===== src/rtl/tspi_rx_rxd_pkg.sv =====
// Shared constants and FSM encoding for the SPI receive deserializer.
package tspi_rx_rxd_pkg;
  localparam int DATA_W      = 8;
  localparam int CFG_W       = 32;
  localparam int SYNC_STAGES = 2;
  localparam int BCNT_W      = $clog2(DATA_W);

  typedef enum logic [1:0] {
    IDLE = 2'd0,
    RECV = 2'd1,
    DONE = 2'd2
  } state_t;
endpackage


===== src/rtl/tspi_rx_rxd_shift.sv =====
// SCLK/MOSI synchronizers, rising-edge detect and MSB-first shift register.
// The bit counter is held clear whenever shift_en is low, so a partial word is dropped.
module tspi_rx_rxd_shift
  import tspi_rx_rxd_pkg::*;
(
  input  logic              clk,
  input  logic              rst,
  input  logic              sclk,
  input  logic              mosi,
  input  logic              shift_en,
  output logic              sclk_rise,
  output logic              word_done,
  output logic [DATA_W-1:0] word_dat
);
  localparam logic [BCNT_W-1:0] BIT_LAST = BCNT_W'(DATA_W - 1);

  logic [SYNC_STAGES-1:0] sclk_sync_q, sclk_sync_d;
  logic [SYNC_STAGES-1:0] mosi_sync_q, mosi_sync_d;
  logic                   sclk_dly_q, sclk_dly_d;
  logic [DATA_W-1:0]      shreg_q, shreg_d;
  logic [BCNT_W-1:0]      bit_cnt_q, bit_cnt_d;
  logic                   mosi_bit;

  always_comb begin
    sclk_sync_d = {sclk_sync_q[SYNC_STAGES-2:0], sclk};
    mosi_sync_d = {mosi_sync_q[SYNC_STAGES-2:0], mosi};
    sclk_dly_d  = sclk_sync_q[SYNC_STAGES-1];
    // MOSI is taken from the same stage as the edge it is sampled on.
    mosi_bit    = mosi_sync_q[SYNC_STAGES-1];
    sclk_rise   = sclk_sync_q[SYNC_STAGES-1] & ~sclk_dly_q;
    shreg_d     = shreg_q;
    bit_cnt_d   = bit_cnt_q;
    word_done   = 1'b0;
    if (!shift_en) begin
      bit_cnt_d = '0;
    end else if (sclk_rise) begin
      shreg_d = {shreg_q[DATA_W-2:0], mosi_bit};
      if (bit_cnt_q == BIT_LAST) begin
        word_done = 1'b1;
        bit_cnt_d = '0;
      end else begin
        bit_cnt_d = bit_cnt_q + 1'b1;
      end
    end
    word_dat = shreg_d;
  end

  always_ff @(posedge clk or negedge rst) begin
    if (!rst) begin
      sclk_sync_q <= '0;
      mosi_sync_q <= '0;
      sclk_dly_q  <= 1'b0;
      shreg_q     <= '0;
      bit_cnt_q   <= '0;
    end else begin
      sclk_sync_q <= sclk_sync_d;
      mosi_sync_q <= mosi_sync_d;
      sclk_dly_q  <= sclk_dly_d;
      shreg_q     <= shreg_d;
      bit_cnt_q   <= bit_cnt_d;
    end
  end
endmodule


===== src/rtl/tspi_rx_rxd.sv =====
// SPI receive deserializer top: frame FSM, word counter and handshake outputs.
// Optional idle timeout abort is built when TSPI_RX_TIMEOUT_EN is defined.
module tspi_rx_rxd
  import tspi_rx_rxd_pkg::*;
(
  input  logic              clk,
  input  logic              rst,
  input  logic              rxd_en,
  output logic              rxd_cmpt,
  input  logic [CFG_W-1:0]  rx_len,
  input  logic [CFG_W-1:0]  rx_timeout,
  output logic              rx_valid,
  output logic [DATA_W-1:0] rx_data,
  output logic              rx_err,
  input  logic              SCLK,
  input  logic              MOSI
);
  state_t              state_q, state_d;
  logic [CFG_W-1:0]    len_q, len_d;
  logic [CFG_W-1:0]    word_cnt_q, word_cnt_d;
  logic                rx_valid_q, rx_valid_d;
  logic [DATA_W-1:0]   rx_data_q, rx_data_d;
  logic                rx_err_q, rx_err_d;
  logic                shift_en, sclk_rise, word_done;
  logic [DATA_W-1:0]   word_dat;
`ifdef TSPI_RX_TIMEOUT_EN
  logic [CFG_W-1:0]    tmo_q, tmo_d;
  logic [CFG_W-1:0]    idle_cnt_q, idle_cnt_d;
`else
  logic                unused_tmo;
  assign unused_tmo = ^rx_timeout;
`endif

  tspi_rx_rxd_shift u_shift (
    .clk       (clk),
    .rst       (rst),
    .sclk      (SCLK),
    .mosi      (MOSI),
    .shift_en  (shift_en),
    .sclk_rise (sclk_rise),
    .word_done (word_done),
    .word_dat  (word_dat)
  );

  always_comb begin
    state_d    = state_q;
    len_d      = len_q;
    word_cnt_d = word_cnt_q;
    rx_valid_d = 1'b0;
    rx_data_d  = rx_data_q;
    rx_err_d   = 1'b0;
    shift_en   = 1'b0;
`ifdef TSPI_RX_TIMEOUT_EN
    tmo_d      = tmo_q;
    idle_cnt_d = idle_cnt_q;
`endif
    unique case (state_q)
      IDLE: begin
        if (rxd_en) begin
          len_d      = rx_len;
          word_cnt_d = '0;
          state_d    = (rx_len == '0) ? DONE : RECV;
`ifdef TSPI_RX_TIMEOUT_EN
          tmo_d      = rx_timeout;
          idle_cnt_d = '0;
`endif
        end
      end
      RECV: begin
        shift_en = 1'b1;
        // Compare the registered count so DONE lands one cycle after the last rx_valid.
        if (word_cnt_q == len_q) begin
          state_d = DONE;
        end else begin
          if (word_done) begin
            rx_valid_d = 1'b1;
            rx_data_d  = word_dat;
            word_cnt_d = word_cnt_q + 1'b1;
          end
`ifdef TSPI_RX_TIMEOUT_EN
          if (sclk_rise) begin
            idle_cnt_d = '0;
          end else begin
            idle_cnt_d = idle_cnt_q + 1'b1;
            if ((tmo_q != '0) && (idle_cnt_d == tmo_q)) begin
              rx_err_d = 1'b1;
              state_d  = IDLE;
            end
          end
`endif
        end
      end
      DONE:    state_d = IDLE;
      default: state_d = IDLE;
    endcase
  end

  always_ff @(posedge clk or negedge rst) begin
    if (!rst) begin
      state_q    <= IDLE;
      len_q      <= '0;
      word_cnt_q <= '0;
      rx_valid_q <= 1'b0;
      rx_data_q  <= '0;
      rx_err_q   <= 1'b0;
`ifdef TSPI_RX_TIMEOUT_EN
      tmo_q      <= '0;
      idle_cnt_q <= '0;
`endif
    end else begin
      state_q    <= state_d;
      len_q      <= len_d;
      word_cnt_q <= word_cnt_d;
      rx_valid_q <= rx_valid_d;
      rx_data_q  <= rx_data_d;
      rx_err_q   <= rx_err_d;
`ifdef TSPI_RX_TIMEOUT_EN
      tmo_q      <= tmo_d;
      idle_cnt_q <= idle_cnt_d;
`endif
    end
  end

  assign rxd_cmpt = (state_q == DONE);
  assign rx_valid = rx_valid_q;
  assign rx_data  = rx_data_q;
  assign rx_err   = rx_err_q;
endmodule

===== config.mk =====
export PLATFORM = sky130hd
export DESIGN_NAME = tspi_rx_rxd
export DESIGN_NICKNAME = d
export VERILOG_FILES = /design/src/rtl/tspi_rx_rxd_pkg.sv /design/src/rtl/tspi_rx_rxd_shift.sv /design/src/rtl/tspi_rx_rxd.sv
export SDC_FILE = /design/constraint.sdc
export NUM_CORES = 1
export LEC_CHECK = 0
export ABC_CLOCK_PERIOD_IN_PS = 2500
export CORE_MARGIN = 2
export CORE_UTILIZATION = 46
export DETAILED_ROUTE_END_ITERATION = 10
export GPL_TIMING_DRIVEN = 0
export PLACE_DENSITY = 0.71
export SYNTH_ARGS = -nofsm -noshare
export SYNTH_HDL_FRONTEND = slang
export SYNTH_SLANG_ARGS = --single-unit

===== constraint.sdc =====
create_clock -name clk -period 2.5 [get_ports clk]
set_clock_uncertainty 0.05 [all_clocks]
set_input_delay 0.25 -clock clk [delete_from_list [all_inputs] [get_ports clk]]
set_output_delay 0.25 -clock clk [all_outputs]
set_load 0.1 [all_outputs]

==> results.md <==
- Via count: 3785
- TNS Setup: 0 ns
- Hold_sp: MOSI
- Final-report setup violation count: 0
- # IOs: 80
- GRT Resource Usage Total: 22.3%
- Port bufs: 46
- Total CTS buffers: 9
- Hold slack final: 0.276 ns
- First-pass GRT wire length: 19000 µm
- Synth cell types: 51
- Post-synth EDFFs: 0
- Peak supply drop: 0.000431 V
- Critical Path Source Type: register
- Slew @ Worst Pin: 0.962 ns
- FF-to-FF path depth: 7
- Status: complete, no violations
- Grt total ovfl: 0
- Yosys warnings: 0
- First-pass iteration count of the detailed router: 4
- Share of layout cells above drive strength 1: 13.4%
- Syn avg cell area: 9.76 µm²
- Die height: 105 µm
- Flop2flop setup slack: 0.13 ns
- RR Endpoint: rx_data[2]$_DFFE_PN0P_
- Initial DRC Count: 314
- Drt drc: 0
- Post-layout min period: 2.38 ns
- Period utilization: 95.4%
- Cell area after layout: 5550 µm²
- WL/cell: 17.0 µm
- Final Hold Fails: 0
- Ys flop type: dfrtp_1
- Clock buffer depth: 2
- Core Box Area: 9820 µm²
- Die area: 11000 µm²
- Pin count of the biggest net entering global routing: 49
- Antenna diode count: 0
- Via count of the first global-routing pass: 3708
- DP HPWL: 8660 µm
- Clk Latency, worst-skew pair: 0.37 ns
- Std-Cell Rows: 36
- Worst endpoint required time: 2.20 ns
- Nets: 610
- Crit Path Class: reg -> out
- Leading cell type in the layout, fill and taps excluded: nand2_1
- Max Slew Vio Count: 0
- DRT antenna net count: 0
- Initial Util: 47.6%
- Syn_nets: 551
- Synth Cell Area: 4670 µm²
- Antenna violations before repair: 0
- H-tree levels: 3
- Root Driver: clkbuf_8
- Cells after Synth: 479
- Fillers: 923
- Sink Count: 91
- LEAKAGE: 2.70 nW
- Crit path max fanout: 6
- Routed WL: 11500 µm
- WHS Endpoint: u_shift.mosi_sync_q[0]$_DFF_PN0_
- CP Data Arrival Time: 2.08 ns
- RSZ-0062 raised after global routing: false
- Crit end category: output pin
- CTS tree: yes
- PwrDens: 731 nW/µm²
- #FFs+latches synth: 91
- Worst flop-to-flop path startpoint: word_cnt_q[4]$_DFFE_PN0P_
- Asr flop ratio synth: 100%
- Hold Path Depth: 1
- Most frequent cells in the layout: nand2_1, dfrtp_1, clkdlybuf4s50_1
- Die width: 105 µm
- Max Cap Viol: 0
- Total chip power: 4.06 mW
- Min-delay worst type: in -> reg
- Placed Area: 5330 µm²
- Post-synth top area share: 48.7%
- Largest area contributor in the netlist: dfrtp_1
- CTS clk-pin slew, worst paths: 0.09 ns
- Gpl congestion: 0.911
- Fmax: 419 MHz
- Vias per cell: 5.60
- Area growth from synthesis to layout: 18.8%
- Sequential fraction of the synthesis area: 48.7%
- Slew Limit Headroom: 35.6%
- Top cells by area, synth: dfrtp_1, nand2_1, mux2_2
registers in the layout, summed over array words and instances (netlist names):
| name | count |
|---|---|
| len_q | 32 |
| word_cnt_q | 32 |
| rx_data | 8 |
| u_shift.shreg_q | 8 |
| u_shift.bit_cnt_q | 3 |
| state_q | 2 |
| u_shift.mosi_sync_q | 2 |
| u_shift.sclk_sync_q | 2 |
| rx_valid | 1 |
| u_shift.sclk_dly_q | 1 |
report_power, final:
group          internal [mW]  total [mW]  leakage [nW]  switching [mW]
sequential              1.78        2.04          1.18           0.262
combinational          0.394       0.959          1.42           0.565
clock                  0.502        1.05         0.109           0.552
cell usage after synthesis (2+ instances only):
library cell	n
nor3b_1	2
o22ai_1	2
nand3_1	16
and2_1	3
nor2b_1	3
nand4_1	9
buf_1	3
o21ai_1	7
inv_1	9
clkbuf_1	8
dfrtp_1	91
buf_6	6
nor3_1	13
and3_1	10
nand2b_1	2
buf_2	4
a21oi_1	9
buf_4	3
and3_2	2
nor4_1	17
nand2_1	119
a22oi_1	4
xor2_1	32
ha_1	3
a21o_1	13
mux2_2	26
or4_1	4
or3_1	6
mux2i_1	9
a31oi_1	6
o21ai_0	3
nor2_1	13
nor4_2	4
per-layer routing:
layer  up-vias  wire length [µm]  GRT usage [%]
met5         -                 0              0
met3        20               529           4.74
li1       1777                 -              -
met1      1873              5280           29.8
met2       115              5430           36.1
met4         0               257           7.52
per-stage QoR:
step / util [%] / cells / setup WS (ns)
floorplan: - / 479 / 0.422
global placement: 54.0 / 658 / -2.28
detailed placement: 54.2 / 659 / 0.102
CTS: 56.5 / 676 / 0.0860
global route: 56.5 / 676 / 0.00648
finish: 56.5 / 676 / 0.116
cells by family (layout without fill, tap and decap cells):
logic type	after synthesis	after routing	share of synthesized area [%]
xor gates and xnor gates	32	32	6.00
muxes	35	35	8.19
DFF	91	91	48.7
buffers and inverters	35	99	4.36
and+or+nand+nor	230	230	24.4
AOI/OAI and AO/OA	52	52	7.47
other	1	1	0.0802
adders and majority gates	3	3	0.803
how the worst max path moves through the flow:
stage / from / end / slack (ns) / depth (start not counted)
CTS: word_cnt_q[0]$_DFFE_PN0P_ / word_cnt_q[24]$_DFFE_PN0P_ / 0.09 / 6
floorplan: state_q[0]$_DFFE_PN0P_ / rxd_cmpt / 0.42 / 1
global route: word_cnt_q[22]$_DFFE_PN0P_ / rx_data[0]$_DFFE_PN0P_ / 0.006 / 7
finish: state_q[0]$_DFFE_PN0P_ / rxd_cmpt / 0.12 / 2
global placement: rst / word_cnt_q[26]$_DFFE_PN0P_ / -2.28 / 1
detailed placement: word_cnt_q[0]$_DFFE_PN0P_ / word_cnt_q[24]$_DFFE_PN0P_ / 0.10 / 6
final cells by class:
type                       instances  area, µm²  share of cell area [%]
buffer                            25        169                    3.04
clock buffer                      10        138                    2.48
clock inverter                     6       72.6                    1.31
inverter                          10       37.5                   0.676
multi-input combinational        353       2190                    39.5
sequential                        91       2280                    41.0
tap                              133        166                    3.00
timing repair buffer              48        495                    8.93
repair_timing:
item                                    CTS  global route
setup buffers                             0             0
endpoints found under the hold margin    43             0
hold buffers                              1             0
gates resized for setup                   0             2
endpoints found under the setup margin    0            12
critical path, cell delays in order (launching register included):
cell and delay, ns:
dfrtp_1 0.46, nor2b_1 0.13, clkdlybuf4s50_1 1.13
No activity file was read; power rests on OpenSTA's default activity.
